[config.mk]
export PLATFORM = sky130hd
export DESIGN_NAME = marie_fetch_exec
export DESIGN_NICKNAME = d
export VERILOG_FILES = /design/src/rtl/marie_pkg.sv /design/src/rtl/marie_alu.sv /design/src/rtl/marie_fetch_exec.sv
export SDC_FILE = /design/constraint.sdc
export NUM_CORES = 1
export LEC_CHECK = 0
export BUFFER_PORTS_ARGS = -buffer_cell sky130_fd_sc_hd__buf_4
export CAP_MARGIN = 20
export CORE_MARGIN = 8
export CORE_UTILIZATION = 50
export CTS_CLUSTER_SIZE = 16
export DETAILED_ROUTE_END_ITERATION = 10
export PLACE_DENSITY = 0.74
export SYNTH_ARGS = -nofsm -noshare
export SYNTH_HDL_FRONTEND = slang
export SYNTH_SLANG_ARGS = --single-unit
[constraint.sdc]
create_clock -name clk -period 9.09 [get_ports clk]
set_input_delay 0 -clock clk [delete_from_list [all_inputs] [get_ports clk]]
set_output_delay 0 -clock clk [all_outputs]
set_load 0.03 [all_outputs]
[src/rtl/marie_pkg.sv]
// rtl/marie_pkg.sv - shared opcodes, skip conditions and control states for the MARIE fetch/execute stage
package marie_pkg;

    localparam logic [3:0] OP_LOAD     = 4'h1;
    localparam logic [3:0] OP_STORE    = 4'h2;
    localparam logic [3:0] OP_ADD      = 4'h3;
    localparam logic [3:0] OP_SUBT     = 4'h4;
    localparam logic [3:0] OP_HALT     = 4'h7;
    localparam logic [3:0] OP_SKIPCOND = 4'h8;
    localparam logic [3:0] OP_JUMP     = 4'h9;

    localparam logic [1:0] SK_NEG   = 2'b00;
    localparam logic [1:0] SK_ZERO  = 2'b01;
    localparam logic [1:0] SK_POS   = 2'b10;
    localparam logic [1:0] SK_NEVER = 2'b11;

    typedef enum logic [2:0] {
        FETCH,
        FWAIT,
        DECODE,
        OPER,
        OWAIT,
        STORE,
        HALT
    } state_t;

endpackage

[src/rtl/marie_alu.sv]
// rtl/marie_alu.sv - combinational accumulator update and Skipcond decision
module marie_alu
    import marie_pkg::*;
(
    input  logic [15:0] ac,
    input  logic [15:0] rdata,
    input  logic [3:0]  opcode,
    input  logic [1:0]  cond,
    output logic [15:0] ac_next,
    output logic        skip
);

    always_comb begin
        ac_next = ac;
        case (opcode)
            OP_LOAD: ac_next = rdata;
            OP_ADD:  ac_next = ac + rdata;
            OP_SUBT: ac_next = ac - rdata;
            default: ac_next = ac;
        endcase
    end

    always_comb begin
        skip = 1'b0;
        case (cond)
            SK_NEG:  skip = ac[15];
            SK_ZERO: skip = (ac == 16'h0000);
            SK_POS:  skip = !ac[15] && (ac != 16'h0000);
            default: skip = 1'b0;
        endcase
    end

endmodule

[src/rtl/marie_fetch_exec.sv]
// rtl/marie_fetch_exec.sv - MARIE fetch/decode/execute control with store handshake
module marie_fetch_exec
    import marie_pkg::*;
#(
    parameter logic [11:0] RESET_PC = 12'h000,
    parameter int          RD_LAT   = 1
) (
    input  logic        clk,
    input  logic        rst,
    output logic        mem_rd_en,
    output logic [11:0] mem_addr,
    input  logic [15:0] mem_rdata,
    output logic        st_valid,
    input  logic        st_ready,
    output logic [11:0] X,
    output logic [15:0] AC,
    output logic [11:0] pc,
    output logic [15:0] ir,
    output logic        halted
);

    localparam logic [2:0] CNT_LAST = 3'(RD_LAT - 1);

    state_t      state_q, state_d;
    logic [11:0] pc_q, pc_d;
    logic [15:0] ac_q, ac_d;
    logic [15:0] ir_q, ir_d;
    logic [11:0] x_q, x_d;
    logic [2:0]  cnt_q, cnt_d;
    logic        rd_req;
    logic [15:0] alu_ac;
    logic        alu_skip;

    marie_alu u_alu (
        .ac      (ac_q),
        .rdata   (mem_rdata),
        .opcode  (ir_q[15:12]),
        .cond    (ir_q[11:10]),
        .ac_next (alu_ac),
        .skip    (alu_skip)
    );

    always_ff @(posedge clk or negedge rst) begin
        if (!rst) begin
            state_q <= FETCH;
            pc_q    <= RESET_PC;
            ac_q    <= 16'h0000;
            ir_q    <= 16'h0000;
            x_q     <= 12'h000;
            cnt_q   <= 3'd0;
        end else begin
            state_q <= state_d;
            pc_q    <= pc_d;
            ac_q    <= ac_d;
            ir_q    <= ir_d;
            x_q     <= x_d;
            cnt_q   <= cnt_d;
        end
    end

    always_comb begin
        state_d  = state_q;
        pc_d     = pc_q;
        ac_d     = ac_q;
        ir_d     = ir_q;
        x_d      = x_q;
        cnt_d    = cnt_q;
        rd_req   = 1'b0;
        mem_addr = pc_q;
        st_valid = 1'b0;
        halted   = 1'b0;
        case (state_q)
            FETCH: begin
                rd_req  = 1'b1;
                cnt_d   = 3'd0;
                state_d = FWAIT;
            end
            FWAIT: begin
                if (cnt_q == CNT_LAST) begin
                    ir_d    = mem_rdata;
                    pc_d    = pc_q + 12'd1;
                    state_d = DECODE;
                end else begin
                    cnt_d = cnt_q + 3'd1;
                end
            end
            DECODE: begin
                x_d = ir_q[11:0];
                case (ir_q[15:12])
                    OP_LOAD, OP_ADD, OP_SUBT: state_d = OPER;
                    OP_STORE: state_d = STORE;
                    OP_JUMP: begin
                        pc_d    = ir_q[11:0];
                        state_d = FETCH;
                    end
                    OP_SKIPCOND: begin
                        if (alu_skip) pc_d = pc_q + 12'd1;
                        state_d = FETCH;
                    end
                    OP_HALT: state_d = HALT;
                    default: state_d = FETCH;
                endcase
            end
            OPER: begin
                rd_req   = 1'b1;
                mem_addr = x_q;
                cnt_d    = 3'd0;
                state_d  = OWAIT;
            end
            OWAIT: begin
                mem_addr = x_q;
                if (cnt_q == CNT_LAST) begin
                    ac_d    = alu_ac;
                    state_d = FETCH;
                end else begin
                    cnt_d = cnt_q + 3'd1;
                end
            end
            STORE: begin
                st_valid = 1'b1;
                if (st_ready) state_d = FETCH;
            end
            HALT: halted = 1'b1;
            default: state_d = FETCH;
        endcase
    end

    // FETCH is the reset state, so the strobe must be masked while reset is held
    assign mem_rd_en = rd_req && rst;

    assign X  = x_q;
    assign AC = ac_q;
    assign pc = pc_q;
    assign ir = ir_q;

endmodule
==> qor.txt, run 1 <==
RUN STATUS
-------------------------------------------------------------------------------
Outcome                                                               completed

SETUP PATH
-------------------------------------------------------------------------------
CP startpoint                                                            ir[13]
Levels on crit path                                                          12
CP required                                                             9360 ps
Peak fanout along the critical path                                          17
Chain of cells forming the critical path                           nor2_1, nand2_1, nor2_2, mux2i_1, fa_1, a21o_1, a221oi_2, o21ai_1, a41o_1, o21ai_1, mux2_1, a21oi_1
Delay of the slowest critical-path stage                                 560 ps
Flop2flop setup slack                                                   5280 ps
Sort of element at the end of the critical path                        register
Critical path endpoint                                                   AC[12]
Crit path top cell by count                                        sky130_fd_sc_hd__o21ai_1
Endpoint arrival time on the critical path                              4080 ps
Setup CP Type                                                           reg2reg
Number of cell instances on the worst register-to-register path              12
Cell family with the largest share of critical-path delay          compound AO/OA/AOI/OAI gates
Worst reg2reg path endpoint                                              AC[12]
Master of the slowest instance on the critical path                sky130_fd_sc_hd__nor2_2
Buffer and inverter count on the worst path                                   0
Reg2Reg Launch Point                                                     ir[13]
Startpoint kind of the worst setup timing path                         register

DRT
-------------------------------------------------------------------------------
Routed Antenna Nets                                                           0
Final wirelength                                                        11.6 mm
Total number of vias                                                       3982
Drt via density                                                            5.86
Number of DRC markers after the initial detailed-route iteration            177
Total iterations of the first detailed-routing run                            5
Routed wirelength normalized by instance count                          17.0 um
DR DRC count                                                                  0

STA
-------------------------------------------------------------------------------
RSZ-0062 raised after global routing                                      false
Fin worst setup slack                                                   5280 ps
Worst-case clock skew                                                   7.70 ps
Worst rel slew slack                                                      0.288
Slew of the pin with the lowest slew margin                             1070 ps
Achievable clock frequency                                              263 MHz
Slew Viols, Final                                                             0
Share of the clock period used by the worst path after layout             0.419
Min cycle time layout                                                   3810 ps
Worst-case hold slack                                                    276 ps
Finish-stage setup viols                                                      0
Setup tns final                                                            0 ps
Number of hold violations in the final report                                 0

POWER
-------------------------------------------------------------------------------
Leakage                                                              0.00240 uW
Power density cells                                                 446 nW/um^2
Total power draw                                                        2400 uW
Worst IR Drop VDD                                                        188 uV

PLACEMENT
-------------------------------------------------------------------------------
Worst setup timing slack at the placement stage                         5330 ps
Cell area reported after detailed placement                          4900 sq um
Post-DP HPWL                                                            8.38 mm
Final weighted congestion in routability-driven placement                 0.917
IO Port Bufs                                                                 89

GLOBAL ROUTE
-------------------------------------------------------------------------------
Wire length of the first global-routing pass                            19.2 mm
Remaining global-route overflow                                               0
Initial antenna violation count                                               0
Vias in the first global route                                             3874
Pin count of the biggest net entering global routing                         64
GRT Overall Usage                                                         0.204

LAYOUT
-------------------------------------------------------------------------------
Final antenna diode count                                                     0
Ratio of cells with drive above 1 in the final layout                     0.230
Number of nets at the end of the flow                                       608
Layout fillers                                                              678
P&R area growth vs syn                                                    28.0%
Design Area, Final                                                   5370 sq um

SYNTH
-------------------------------------------------------------------------------
Share of Yosys cell area claimed by the top area cell type                0.370
Number of nets produced by synthesis                                        511
Number of warnings issued by yosys                                            0
FF+latch count, synth                                                        62
Post-Synthesis Cell Area                                             4190 sq um
Count of unique library cells instantiated by Yosys                          56
Cells after synthesis                                                       472
Post-synthesis cell type with the largest combined area            sky130_fd_sc_hd__dfrtp_1
Avg Inst Size Synth                                                  8.89 sq um
Async S/R FF share, synth                                                  1.00
Sequential fraction of the synthesis area                                 0.370
Main synth FF type                                                 sky130_fd_sc_hd__dfrtp_1
Cell types occupying the most area after synthesis                 sky130_fd_sc_hd__dfrtp_1, sky130_fd_sc_hd__a21oi_1, sky130_fd_sc_hd__ha_1
Number of synthesized flops with an enable pin                                0

FLOORPLAN
-------------------------------------------------------------------------------
Die Wd                                                                   108 um
Placeable core area                                                  8180 sq um
Full die area                                                       11600 sq um
Initial standard-cell utilization of the core                             0.513
Core Rows                                                                    33
I/O pin count                                                                90
Overall die height                                                       108 um

CLOCKING
-------------------------------------------------------------------------------
Clk slew on worst S/H paths                                               80 ps
CTS tree                                                                    yes
Max clock buf depth                                                           2
Post-CTS repair timing setup buffer count                                     0
CTS H-tree depth                                                              3
Number of clock buffers inserted by TritonCTS                                 9
Cell chosen for the clock root                                     sky130_fd_sc_hd__clkbuf_8
Clock latency at the later pin of the worst-skew pair                    350 ps
Num Clock Sinks                                                              62

HOLD PATH
-------------------------------------------------------------------------------
Min-delay worst type                                                   in2async

JOB
-------------------------------------------------------------------------------
Count of max-cap constraint violations                                        0

-- worst reg2reg max path, delay by kind of cell (launching register included) --
family | cells | cell delay [ps]
DFF | 1 | 500
adders and majority gates | 1 | 460
AOI/OAI and AO/OA | 6 | 1250
muxes | 2 | 560
and+or+nand+nor | 3 | 960
-- stage by stage --
stage	std cells	utilization
after global placement	644	0.600
after floorplan	472	-
after detailed placement	644	0.600
after CTS	678	0.655
final	679	0.657
after global routing	679	0.657
-- synth_stat cells (all sizes together) (3+ instances only) --
cell    instances
nand2          45
nor2           38
nor2b           6
nand4           7
ha             19
nor3           13
nor4            5
buf            13
mux2           36
a21o            4
mux2i           6
a21oi          56
a31oi           3
nor4b           4
dfrtp          62
o22ai           8
and3            4
nand2b          7
o21ai          40
clkbuf         10
xnor2          21
nand3          11
inv            13
xor2            9
-- worst min-delay path by stage --
stage / start / endpoint / slack (ps)
4_1_cts: rst / cnt_q[0] / 320
3_5_place_dp: rst / cnt_q[0] / 150
6_report: rst / X[11] / 280
5_1_grt: rst / X[11] / 370
3_3_place_gp: rst / cnt_q[0] / 140
2_1_floorplan: rst / AC[0] / -300
-- where the power goes --
group          total [uW]  leakage, uW  switching (uW)  internal [uW]
Combinational        1460      0.00154             868            591
Sequential            605     0.000723             198            407
Clock                 332     0.000134             121            211
-- layout make-up --
cell class              count  area, sq um  area share
clock buffers               9          124      0.0231
clock inverters             7          146      0.0273
multi-input cells         374         2490       0.465
inverters                  13         48.8     0.00909
well taps                 105          131      0.0245
repair buffers            109          871       0.162
flip-flops and latches     62         1550       0.289
-- flip-flops by register name (all words and copies together), names as in the netlist --
name and flops:
cnt_q 3, state_q 3, pc 12, AC 16
X 12, ir 16
-- cells by family after synthesis --
family | count (synthesis) | share of synthesized area
adders and majority gates | 20 | 0.0615
AOI/OAI and AO/OA | 133 | 0.188
DFF | 62 | 0.370
and+or+nand+nor | 149 | 0.171
xor gates and xnor gates | 30 | 0.0627
muxes | 42 | 0.111
buffers and inverters | 36 | 0.0361
-- placed cells by master, fill, tap and decap left out, drive strengths merged, types with 2 or more instances in the layout --
| cell | Yosys | final |
|---|---|---|
| buf | 13 | 91 |
| a221oi | 2 | 2 |
| nor3 | 13 | 13 |
| nand2 | 45 | 45 |
| a21o | 4 | 4 |
| bufinv | 0 | 4 |
| o21ai | 40 | 40 |
| nor2b | 6 | 6 |
| ha | 19 | 19 |
| a31oi | 3 | 3 |
| mux2 | 36 | 36 |
| and3 | 4 | 4 |
| a21oi | 56 | 56 |
| nand4 | 7 | 7 |
| nor4b | 4 | 4 |
| dlygate4sd3 | 0 | 18 |
| a211oi | 2 | 2 |
| clkbuf | 10 | 9 |
| nor4 | 5 | 5 |
| a22oi | 2 | 2 |
| xnor2 | 21 | 21 |
| mux2i | 6 | 6 |
| o211ai | 2 | 2 |
| clkinv | 0 | 3 |
| o22ai | 8 | 8 |
| o32ai | 2 | 2 |
| inv | 13 | 13 |
| a32oi | 2 | 2 |
| or3 | 2 | 2 |
| and2 | 2 | 2 |
| xor2 | 9 | 9 |
| nor2 | 38 | 38 |
| nand2b | 7 | 7 |
| nand3 | 11 | 11 |
| dfrtp | 62 | 62 |
-- layer usage --
metal	vias up	wire length [um]	GRT usage
met3	16	1010	0.0497
met2	157	5420	0.325
li1	1905	-	-
met5	-	0	0
met1	1904	4980	0.262
met4	0	142	0.0684
-- timing repair --
item | 4_1_cts | 5_1_grt
gates resized for setup | 0 | 0
hold endpoints to repair | 89 | 0
hold buffers | 18 | 0
Power figures use the tool's default switching activity.
==> run 2: changes to the inputs <==
==> constraint.sdc (replaced) <==
create_clock -name clk -period 3.7 [get_ports clk]
set_input_delay 0 -clock clk [delete_from_list [all_inputs] [get_ports clk]]
set_output_delay 0 -clock clk [all_outputs]
set_load 0.03 [all_outputs]
==> run 2 against run 1 <==
  * Clock-buffer cell count is the same
  * Sequential share of layout area is 0.24 points higher
  * Via count shrank 1.1%
  * Non-clock buffer count rose by 3
  * First-iteration DRC count rose by 3.4%
==> qor.txt, run 2 (synthesized netlist as in run 1, its figures left out) <==
DRT
-------------------------------------------------------------------------------
Routed Antenna Nets                                                           0
Total iterations of the first detailed-routing run                            5
DR DRC count                                                                  0
Drt via density                                                            5.77
Number of DRC markers after the initial detailed-route iteration            183
Final wirelength                                                        11.3 mm
Total number of vias                                                       3938
Routed wirelength normalized by instance count                          16.5 um

FLOORPLAN
-------------------------------------------------------------------------------
Full die area                                                       11600 sq um
Initial standard-cell utilization of the core                             0.513
Placeable core area                                                  8180 sq um
Die Wd                                                                   108 um
Overall die height                                                       108 um
Core Rows                                                                    33
I/O pin count                                                                90

LAYOUT
-------------------------------------------------------------------------------
Commonest cells after routing, fill and taps aside                 sky130_fd_sc_hd__buf_4, sky130_fd_sc_hd__dfrtp_1, sky130_fd_sc_hd__a21oi_1, sky130_fd_sc_hd__nand2_1, sky130_fd_sc_hd__nor2_1
Seq. cell area                                                       1550 sq um
Layout fillers                                                              681
Number of standard cells in the layout, taps in and fillers out             682
Number of nets at the end of the flow                                       611
Final Util                                                                0.651
Multi-input gate area in the final layout                            2500 sq um
Ratio of cells with drive above 1 in the final layout                     0.236
Most common cell after layout, fill and taps aside                 sky130_fd_sc_hd__buf_4
Final antenna diode count                                                     0
P&R area growth vs syn                                                    26.9%

POWER
-------------------------------------------------------------------------------
Switching power summed over all nets                                    2920 uW
Part of the total power dissipated in combinational logic                 0.629
Clock share of power                                                      0.111
Power density cells                                                1070 nW/um^2
Net Sw Frac                                                               0.511
Cell Int Power                                                          2780 uW
Worst IR Drop VDD                                                        438 uV
Seq pwr share                                                             0.260
Leakage                                                              0.00237 uW

STA
-------------------------------------------------------------------------------
RSZ-0062 raised after global routing                                      false
Finish-stage setup viols                                                      0
Share of the clock period used by the worst path after layout             0.899
Achievable clock frequency                                              301 MHz
Worst rel slew slack                                                      0.312
Slew Viols, Final                                                             0
Min cycle time layout                                                   3330 ps
Worst-case clock skew                                                   6.06 ps
Number of hold violations in the final report                                 0
Slew of the pin with the lowest slew margin                             1030 ps
Setup tns final                                                            0 ps
Fin worst setup slack                                                    372 ps

SETUP PATH
-------------------------------------------------------------------------------
Number of cell instances on the worst register-to-register path              12
Critical path endpoint                                                   AC[12]
Crit path top cell by count                                        sky130_fd_sc_hd__o21ai_1
Reg2Reg Launch Point                                                     ir[13]
Startpoint kind of the worst setup timing path                         register
Peak fanout along the critical path                                          11
Setup CP Type                                                           reg2reg
Sort of element at the end of the critical path                        register
CP required                                                             3980 ps
Chain of cells forming the critical path                           nor2_1, nand2_2, o22ai_1, xor2_1, ha_1, a21o_1, a221oi_2, o21ai_1, a41o_1, o21ai_1, mux2_1, a21oi_1
Worst reg2reg path endpoint                                              AC[12]
Master of the slowest instance on the critical path                sky130_fd_sc_hd__dfrtp_1
Delay of the slowest critical-path stage                                 500 ps
Endpoint arrival time on the critical path                              3610 ps
Flop2flop setup slack                                                    370 ps
CP startpoint                                                            ir[13]

CLOCKING
-------------------------------------------------------------------------------
Clock latency at the later pin of the worst-skew pair                    350 ps
Post-CTS repair timing setup buffer count                                     0
CTS tree                                                                    yes
Number of clock buffers inserted by TritonCTS                                 9
Clk slew on worst S/H paths                                               80 ps
Num Clock Sinks                                                              62
CTS H-tree depth                                                              3
Cell chosen for the clock root                                     sky130_fd_sc_hd__clkbuf_8
Max clock buf depth                                                           2

GLOBAL ROUTE
-------------------------------------------------------------------------------
GRT Overall Usage                                                         0.197
Initial antenna violation count                                               0
Vias in the first global route                                             3776
Remaining global-route overflow                                               0
Pin count of the biggest net entering global routing                         64
Wire length of the first global-routing pass                            18.6 mm

PLACEMENT
-------------------------------------------------------------------------------
Post-DP HPWL                                                            8.35 mm
Number of placed instances, taps included                                   648
IO Port Bufs                                                                 89
Worst setup timing slack at the placement stage                          307 ps
Final weighted congestion in routability-driven placement                 0.907

JOB
-------------------------------------------------------------------------------
Count of max-cap constraint violations                                        0

RUN STATUS
-------------------------------------------------------------------------------
Outcome                                                               completed

HOLD PATH
-------------------------------------------------------------------------------
Min-delay worst type                                                   in2async

run 2: layout make-up:
cell class              instances  share of cell area
clock buffers                   9              0.0233
clock inverters                 7              0.0150
inverters                      13             0.00917
multi-input cells             374               0.470
flip-flops and latches         62               0.291
well taps                     105              0.0247
repair buffers                112               0.166
run 2: worst min path at each step:
stage               startpoint        to  slack [ps]
finish                     rst     X[11]         270
floorplan                  rst     AC[0]        -300
global route               rst     X[11]         350
CTS                        rst  cnt_q[2]         320
global placement           rst  cnt_q[0]         140
detailed placement         rst  cnt_q[2]         140
run 2: critical path: cells and delay by family (launching register included):
family                   cells  cell delay, ps
XOR/XNOR                     1             180
AND/OR/NAND/NOR              2             400
AO/OA/AOI/OAI                7            1550
flip-flops                   1             500
multiplexers                 1             340
adder cells (fa/ha/maj)      1             290
run 2: power groups by stage:
stage,clock network (uW),registers (uW),logic [uW]
after floorplan,0,1900,2020
after global placement,0,1460,3520
after detailed placement,0,1490,3560
after CTS,637,1480,3590
after global routing,670,1560,3890
final,631,1480,3590
run 2: timing repair:
action                     in CTS  in global routing
hold buffers                   18                  0
hold endpoints to repair       92                  0
setup endpoints to repair       0                  2
resized for setup               0                  2
run 2: through the flow:
stage / hold WS (ps) / power (uW) / cell area [sq um]
final: 274 / 5700 / 5320
after global routing: 354 / 6120 / 5320
after CTS: 319 / 5710 / 5320
after detailed placement: 142 / 5050 / 4930
after global placement: 141 / 4980 / 4930
after floorplan: -296 / 3920 / 4190
run 2: metal layers:
layer  vias to the layer above  track usage  share of wire
li1                       1916            -              -
met1                      1875        0.256           0.44
met2                       134        0.315           0.47
met3                        13       0.0425          0.080
met4                         0       0.0684          0.011
met5                         -            0              0
